### src/rtl/status_array_arbiter.sv
// status_array_arbiter
//
// Owns the single port of the status (valid-bit) array and shares it between
// three requesters: the status array initializer, the refill/invalidate write
// path and the lookup read path. Until the initializer reports completion only
// init beats reach the array. After that, writes win over reads.
//
// Configuration macro:
//   STATUS_ARB_STARVE_GUARD_EN - when defined, a saturating starve counter
//     forces a pending read through once it has lost STARVE_LIMIT consecutive
//     RUN cycles. When undefined, writes have strict priority and no counter
//     exists.
//
// Ports:
//   clk, arst_n              clock, asynchronous active-low reset
//   i_halt                   freeze: all readies 0, all registers hold
//   i_init_*                 initializer command (addr/data/wen/wmask/valid)
//   i_init_complete          initializer finished, enter RUN
//   o_init_ready             init beat accepted
//   i_wr_*                   refill/invalidate write (addr/data/wmask/valid)
//   o_wr_ready               write accepted
//   i_rd_addr, i_rd_valid    lookup read request
//   o_rd_ready               read accepted
//   o_addr/o_data/o_wen/o_wmask/o_valid   registered array command
//   i_arr_rdata              array read data, one cycle after a read command
//   o_rd_data                i_arr_rdata passed through
//   o_rd_data_valid          registered, high when o_rd_data is valid
//
// The parameter defaults mirror the shared project parameters.
module status_array_arbiter #(
  parameter int ADDR_WIDTH   = 4,
  parameter int ROW_WIDTH    = 8,
  parameter int NUM_BLOCKS   = 8,
  parameter int STARVE_LIMIT = 4
) (
  input  logic                  clk,
  input  logic                  arst_n,
  input  logic                  i_halt,
  input  logic [ADDR_WIDTH-1:0] i_init_addr,
  input  logic [ROW_WIDTH-1:0]  i_init_data,
  input  logic                  i_init_wen,
  input  logic [NUM_BLOCKS-1:0] i_init_wmask,
  input  logic                  i_init_valid,
  input  logic                  i_init_complete,
  output logic                  o_init_ready,
  input  logic [ADDR_WIDTH-1:0] i_wr_addr,
  input  logic [ROW_WIDTH-1:0]  i_wr_data,
  input  logic [NUM_BLOCKS-1:0] i_wr_wmask,
  input  logic                  i_wr_valid,
  output logic                  o_wr_ready,
  input  logic [ADDR_WIDTH-1:0] i_rd_addr,
  input  logic                  i_rd_valid,
  output logic                  o_rd_ready,
  output logic [ADDR_WIDTH-1:0] o_addr,
  output logic [ROW_WIDTH-1:0]  o_data,
  output logic                  o_wen,
  output logic [NUM_BLOCKS-1:0] o_wmask,
  output logic                  o_valid,
  input  logic [ROW_WIDTH-1:0]  i_arr_rdata,
  output logic [ROW_WIDTH-1:0]  o_rd_data,
  output logic                  o_rd_data_valid
);

  // One-hot style encoding so that corrupted encodings are detectable.
  typedef enum logic [1:0] {
    ST_INIT = 2'b01,
    ST_RUN  = 2'b10
  } state_e;

  state_e                  state_q, state_d;
  logic [ADDR_WIDTH-1:0]   addr_q, addr_d;
  logic [ROW_WIDTH-1:0]    data_q, data_d;
  logic                    wen_q, wen_d;
  logic [NUM_BLOCKS-1:0]   wmask_q, wmask_d;
  logic                    valid_q, valid_d;
  logic                    rd_data_valid_q, rd_data_valid_d;

  logic grant_wr, grant_rd;
  logic in_run;
  logic init_xfer, wr_xfer, rd_xfer;

  assign in_run = (state_q == ST_RUN);

`ifdef STATUS_ARB_STARVE_GUARD_EN
  localparam int CNT_W = $clog2(STARVE_LIMIT + 1);

  logic [CNT_W-1:0] starve_q, starve_d;
  logic             force_rd;

  // A read that has lost STARVE_LIMIT cycles in a row beats the writer once.
  assign force_rd = i_rd_valid && (starve_q == CNT_W'(STARVE_LIMIT));
  assign grant_wr = i_wr_valid && !force_rd;
  assign grant_rd = i_rd_valid && (!i_wr_valid || force_rd);

  always_comb begin
    starve_d = starve_q;
    if (in_run && !i_halt) begin
      if (rd_xfer) begin
        starve_d = '0;
      end else if (i_rd_valid && (starve_q != CNT_W'(STARVE_LIMIT))) begin
        starve_d = starve_q + CNT_W'(1);
      end
    end
  end

  always_ff @(posedge clk or negedge arst_n) begin
    if (!arst_n) begin
      starve_q <= '0;
    end else begin
      starve_q <= starve_d;
    end
  end
`else
  assign grant_wr = i_wr_valid;
  assign grant_rd = i_rd_valid && !i_wr_valid;
`endif

  assign o_init_ready = (state_q == ST_INIT) && !i_halt;
  assign o_wr_ready   = in_run && grant_wr && !i_halt;
  assign o_rd_ready   = in_run && grant_rd && !i_halt;

  assign init_xfer = o_init_ready && i_init_valid;
  assign wr_xfer   = o_wr_ready;
  assign rd_xfer   = o_rd_ready;

  always_comb begin
    state_d         = state_q;
    addr_d          = addr_q;
    data_d          = data_q;
    wen_d           = wen_q;
    wmask_d         = wmask_q;
    valid_d         = valid_q;
    rd_data_valid_d = rd_data_valid_q;

    // While halted everything holds; the array is frozen too, so a read
    // command left on the port is sampled only after release.
    if (!i_halt) begin
      // The array answers one cycle after it samples a read command.
      rd_data_valid_d = valid_q && !wen_q;
      valid_d         = 1'b0;
      wen_d           = 1'b0;

      case (state_q)
        ST_INIT: begin
          if (init_xfer) begin
            addr_d  = i_init_addr;
            data_d  = i_init_data;
            wen_d   = i_init_wen;
            wmask_d = i_init_wmask;
            valid_d = 1'b1;
          end
          if (i_init_complete) begin
            state_d = ST_RUN;
          end
        end
        ST_RUN: begin
          if (wr_xfer) begin
            addr_d  = i_wr_addr;
            data_d  = i_wr_data;
            wen_d   = 1'b1;
            wmask_d = i_wr_wmask;
            valid_d = 1'b1;
          end else if (rd_xfer) begin
            addr_d  = i_rd_addr;
            data_d  = '0;
            wmask_d = '0;
            valid_d = 1'b1;
          end
        end
        default: begin
          state_d = ST_INIT;
        end
      endcase
    end

    // A corrupted state recovers even while halted.
    if ((state_q != ST_INIT) && (state_q != ST_RUN)) begin
      state_d = ST_INIT;
    end
  end

  always_ff @(posedge clk or negedge arst_n) begin
    if (!arst_n) begin
      state_q         <= ST_INIT;
      addr_q          <= '0;
      data_q          <= '0;
      wen_q           <= 1'b0;
      wmask_q         <= '0;
      valid_q         <= 1'b0;
      rd_data_valid_q <= 1'b0;
    end else begin
      state_q         <= state_d;
      addr_q          <= addr_d;
      data_q          <= data_d;
      wen_q           <= wen_d;
      wmask_q         <= wmask_d;
      valid_q         <= valid_d;
      rd_data_valid_q <= rd_data_valid_d;
    end
  end

  assign o_addr          = addr_q;
  assign o_data          = data_q;
  assign o_wen           = wen_q;
  assign o_wmask         = wmask_q;
  assign o_valid         = valid_q;
  assign o_rd_data       = i_arr_rdata;
  assign o_rd_data_valid = rd_data_valid_q;

endmodule

### config.mk
export PLATFORM = sky130hd
export DESIGN_NAME = status_array_arbiter
export DESIGN_NICKNAME = d
export VERILOG_FILES = /design/src/rtl/status_array_arbiter.sv
export SDC_FILE = /design/constraint.sdc
export NUM_CORES = 1
export LEC_CHECK = 0
export ABC_CLOCK_PERIOD_IN_PS = 2300
export CORE_MARGIN = 1
export CORE_UTILIZATION = 60
export DETAILED_ROUTE_END_ITERATION = 7
export DONT_BUFFER_PORTS = 1
export PLACE_DENSITY_LB_ADDON = 0.05
export SLEW_MARGIN = 20
export SYNTH_ARGS = -nofsm -noshare
export SYNTH_HDL_FRONTEND = slang
export SYNTH_SLANG_ARGS = --single-unit
### constraint.sdc
create_clock -name clk -period 2.3 [get_ports clk]
set_input_delay 0.23 -clock clk [delete_from_list [all_inputs] [get_ports clk]]
set_output_delay 0.23 -clock clk [all_outputs]
set_load 0.02 [all_outputs]
### Word-level counts from Yosys, hierarchy flattened

Cells that the tools add are included.

| word-level totals | value |
|---|---|
| input port bits | 60 |
| register bits | 25 |
| output and inout bits | 34 |
| word-level logic and storage cells | 54 |

| cells by class | value |
|---|---|
| reductions and logical operators | 15 |
| bitwise gates (word level) | 1 |
| multiplexer cells | 22 |
| equal/unequal tests | 9 |

Operators with widths:

| cell | number |
|---|---|
| $mux W8 | 5 |
| $pmux W8 S2 | 2 |
| $mux W4 | 3 |
| $logic_and A1 B1 Y1 | 9 |
| $pmux W4 S2 | 1 |
| $mux W2 | 3 |
| $ne A2 B1 Y1 const B | 3 |
| $mux W1 | 5 |
| $ne A2 B2 Y1 const B | 2 |
| $pmux W1 S2 | 2 |
| $pmux W2 S2 | 1 |
| $reduce_and A4 Y1 | 1 |
| $logic_not A1 Y1 | 3 |
| $ne A3 B2 Y1 const B | 1 |
| $ne A3 B3 Y1 const B | 1 |
| $reduce_and A3 Y1 | 1 |
| $eq A2 B1 Y1 const B | 1 |
| $eq A2 B2 Y1 const B | 1 |
| $reduce_bool A2 Y1 | 1 |
| $not A1 Y1 | 1 |

### Logic depth before layout (Yosys ltp)

| depth | value |
|---|---|
| word-level depth | 7 |
| mapped depth | 8 |
| depth with buffers taken out | 6 |

### Worst setup path before layout

No wires, ideal clock.

| path | value |
|---|---|
| path type | register -> output |
| start | register state_q[0] |
| end | output o_rd_ready |
| slack | 452 ps |
| data arrival time | 1618 ps |
| cell stages (with the launch flop) | 5 |
| buffers on the path | 1 |
| data required time | 2070 ps |
| cell sequence | dfstp_2 > inv_1 > ha_1 > clkbuf_1 > nor4bb_1 |

| between the ends | value |
|---|---|
| cells in the longest elaborated chain, start to end | 3 |

Ends and longest elaborated chain:

| item | RTL line | RTL |
|---|---|---|
| from (decl) | 70 | `state_e state_q, state_d;` |
| from (signal assigned) | 192 | `state_q <= state_d;` |
| $eq A2 B2 Y1 | 82 | `assign in_run = (state_q == ST_RUN);` |
| $logic_and A1 B1 Y1 (2 in a row) | 120 | `assign o_rd_ready = in_run && grant_rd && !i_halt;` |
| to (decl) | 53 | `output logic o_rd_ready,` |

Every way passes these cells.

### Worst setup path after layout

| path | value |
|---|---|
| start | register state_q[0] |
| end | register wmask_q[7], in the netlist o_wmask[7] |

| between the ends | value |
|---|---|
| cells in the longest elaborated chain, start to end | 5 |
| elaborated cells on any way between the ends | 14 |
| those cells by class | 4 x eq/ne; 2 x mux; 8 x reduce/logical |

Ends and longest elaborated chain:

| item | RTL line | RTL |
|---|---|---|
| $eq A2 B2 Y1 / $eq A2 B1 Y1 (equally long branches) | 82, 143, 118 |  |
| $logic_and A1 B1 Y1, on equally long branches | 119, 118, 120 |  |
| $logic_and A1 B1 Y1, on equally long branches | 119, 120, 122 |  |
| $ne A3 B3 Y1 (no source line) (tied with other cells) | n/a |  |
| $reduce_and A4 Y1 (no source line) / $pmux W8 S2 (equally long branches) | n/a |  |
| to (signal assigned) | 196 | `wmask_q <= wmask_d;` |
| to (decl) | 74 | `logic [NUM_BLOCKS-1:0] wmask_q, wmask_d;` |

Parallel ways exist; a longest one is shown, timed or not.
A chain may end at the register's enable or synchronous reset.

==> results.yml <==
run_status:
  status: "finished clean"
route:
  wl_met3_um: 274
  wl_met1_um: 1190
  wl_um: 2940
  vias_per_cell: 5.86
  top_layer: "met4"
  ant_nets: 0
  drt-pass1-iter-count: 4
  drc: 0
  dr_wl_met2_um: 1450
  drt-initial-drc-count: 19
  wl_per_cell_um: 16.3
  vias: 1055
flow_run:
  maxCapViolCount: 0
yosys:
  synth_cells: 156
  synth.distinct_cells: 26
  synth_top_area_share_pct: 39.7
  synth_async_sr_flop_share_pct: 100
  yosysMostFrequentCell: "nand2_1"
  synth_top_cell_by_area: "dfrtp_1"
  syn_avg_cell_area_um2: 9.70
  ys_warn_count: 0
  ys_ff_latch: 25
  synthTopCellsByArea: "dfrtp_1, mux2_4, nand2_1"
  syn_nets: 219
  synth_ff_type: "dfrtp_1"
  ys_top_cells_by_count: "nand2_1, dfrtp_1, inv_1"
  seq_area_frac_synth_pct: 41.4
  synth_edf_count: 0
  syn_area_mm2: 0.00151
global_routing:
  grt.total_usage_pct: 21.5
  grt-ovfl-total: 0
  grt_max_degree: 26
  antenna_found_initial: 0
  first_global_vias: 1031
  grt_pass1_wl_um: 4420
layout:
  stdcell_area_mm2: 0.00152
  diodes: 0
  areaGrowthSynthToFinish_pct: 0.579
  final_nets: 216
  layout-drive-gt1-share_pct: 18.4
worst_setup_path:
  rr_worst_depth: 5
  worstReg2RegStart: "state_q[0]$_DFFE_PN1P_"
  cp.required_ns: 2.50
  max_stage_delay_ns: 0.57
  startpoint_type: "flop"
  crit_arrival_ns: 2.24
  r2r_slack_ns: 0.26
  worstPathMaxFanout: 16
  crit_slowest_cell: "dfstp_2"
  worstSetupEndpointType: "flop"
  r2r-end: "o_wmask[7]$_DFFE_PN0P_"
  path_cells: "ha_1, nor2b_2, o21a_1, buf_4, mux2_2"
  crit_type: "flop to flop"
floorplanning:
  dieArea_mm2: 0.00273
  rows: 17
  die_h_um: 52.2
  start_util_pct: 65.8
  die_w_um: 52.2
  core_mm2: 0.00230
  io_pins: 94
place:
  place_area_mm2: 0.00145
  gp_congestion: 0.750
  dp_hpwl_um: 2180
  port_buffers: 0
clock_tree:
  clk_latency_ns: 0.30
  htree_num_levels: 1
  cts_resized: 0
  clkTransAtPathRegs_ns: 0.12
  cts_tree: "done"
  root_buffer: "clkbuf_4"
  post-cts-setup-buffer-count: 0
  cts_hold_buffers: 3
  cts_buffer_depth: 2
  cts_made_buffers: 3
  clock_sinks: 25
min_path:
  whs_path_depth: 2
  hold_class: "input port to flop"
  hp-start: "i_halt"
  hold_end: "o_rd_data_valid$_DFFE_PN0N_"
sta:
  timing_hold_violations_final: 0
  max_freq_mhz: 489
  slew-limit-headroom_pct: 44.9
  finalSetupViolations: 0
  min_period_over_period_pct: 88.9
  worstMarginPinSlew_ns: 0.827
  slew_viol_final: 0
  rsz0062_at_grt: "false"
  post-route-min-period_ns: 2.04
  fin_skew_ns: 0.00161
  tns_ns: 0
pwr:
  powerDensity_mw_per_mm2: 1350
  p_leak_nw: 0.746
  peakVddDrop_v: 0.000750
[layer usage]
metal,vias up,track usage [%]
met5,-,0
met4,0,7.46
met3,8,6.09
met2,55,39.3
met1,492,23.6
li1,500,-
[cell families after synthesis]
family	Yosys count	synth area share [%]
AO/OA/AOI/OAI	31	12.6
adder cells (fa/ha/maj)	3	2.48
buffers and inverters	36	13.7
flip-flops	25	41.4
multiplexers	22	18.4
AND/OR/NAND/NOR	39	11.3
[state kept, by name, indices dropped and copies added, names as in the netlist]
name,cells
o_data,8
o_wmask,8
o_addr,4
state_q,2
o_rd_data_valid,1
o_valid,1
o_wen,1
[worst max-delay path by stage]
stage | depth (start not counted) | start | to
after global routing | 5 | state_q[0]$_DFFE_PN1P_ | o_data[6]$_DFFE_PN0P_
after global placement | 7 | state_q[0]$_DFFE_PN1P_ | o_wmask[0]$_DFFE_PN0P_
after detailed placement | 5 | state_q[0]$_DFFE_PN1P_ | o_wmask[7]$_DFFE_PN0P_
final | 5 | state_q[0]$_DFFE_PN1P_ | o_wmask[7]$_DFFE_PN0P_
after CTS | 5 | state_q[0]$_DFFE_PN1P_ | o_wmask[7]$_DFFE_PN0P_
after floorplan | 4 | state_q[0]$_DFFE_PN1P_ | o_rd_ready
[area by class of cell]
class / instances / area, um^2
fillers: 198 / 776
multi-input cells: 95 / 678
flip-flops and latches: 25 / 627
repair buffers: 8 / 80.1
inverters: 20 / 75.1
well taps: 28 / 35.0
clock buffers: 4 / 26.3
[cells in the final DEF, fill, tap and decap left out]
cell type | Yosys | final
nand2_1 | 32 | 32
dfrtp_1 | 24 | 24
inv_1 | 20 | 20
o21ai_0 | 19 | 19
mux2_4 | 10 | 10
mux2_2 | 7 | 7
mux2i_1 | 5 | 5
a32o_1 | 4 | 4
buf_4 | 9 | 4
ha_1 | 3 | 3
clkbuf_4 | 0 | 3
dlygate4sd3_1 | 0 | 3
o21a_1 | 2 | 2
a21oi_1 | 2 | 2
o31ai_1 | 2 | 2
nor4bb_1 | 1 | 1
and3b_1 | 1 | 1
nor2b_1 | 1 | 1
nor2b_2 | 1 | 1
a21oi_2 | 1 | 1
or2b_1 | 1 | 1
nor2_1 | 1 | 1
nand2b_1 | 1 | 1
a31oi_1 | 1 | 1
clkbuf_1 | 3 | 1
buf_12 | 1 | 1
dfstp_2 | 1 | 1
[where the power goes]
part           switching, mW  leakage, nW  internal, mW
registers              0.401        0.306         0.663
clock network          0.117       0.0150        0.0675
logic                  0.358        0.425         0.441
[critical path, delay by kind of cell, from the launching register on]
kind	cells	cell delay (ns)
flip-flops	1	0.57
multiplexers	1	0.37
AND/OR/NAND/NOR	1	0.30
adder cells (fa/ha/maj)	1	0.28
buffers and inverters	1	0.27
AO/OA/AOI/OAI	1	0.15
[stage by stage]
step           setup WS (ns)  util (%)  total power, mW  instances  hold WS, ns
2_1_floorplan          0.452         -             1.76        156      -0.0656
3_3_place_gp           0.333      62.9             1.82        172      -0.0652
3_5_place_dp           0.284      62.9             1.86        172      -0.0651
4_1_cts                0.256      65.8             2.07        179     0.000411
5_1_grt                0.151      66.2             2.18        180       0.0341
6_report               0.256      66.2             2.05        180       0.0376
No activity file was read; power rests on OpenSTA's default activity.
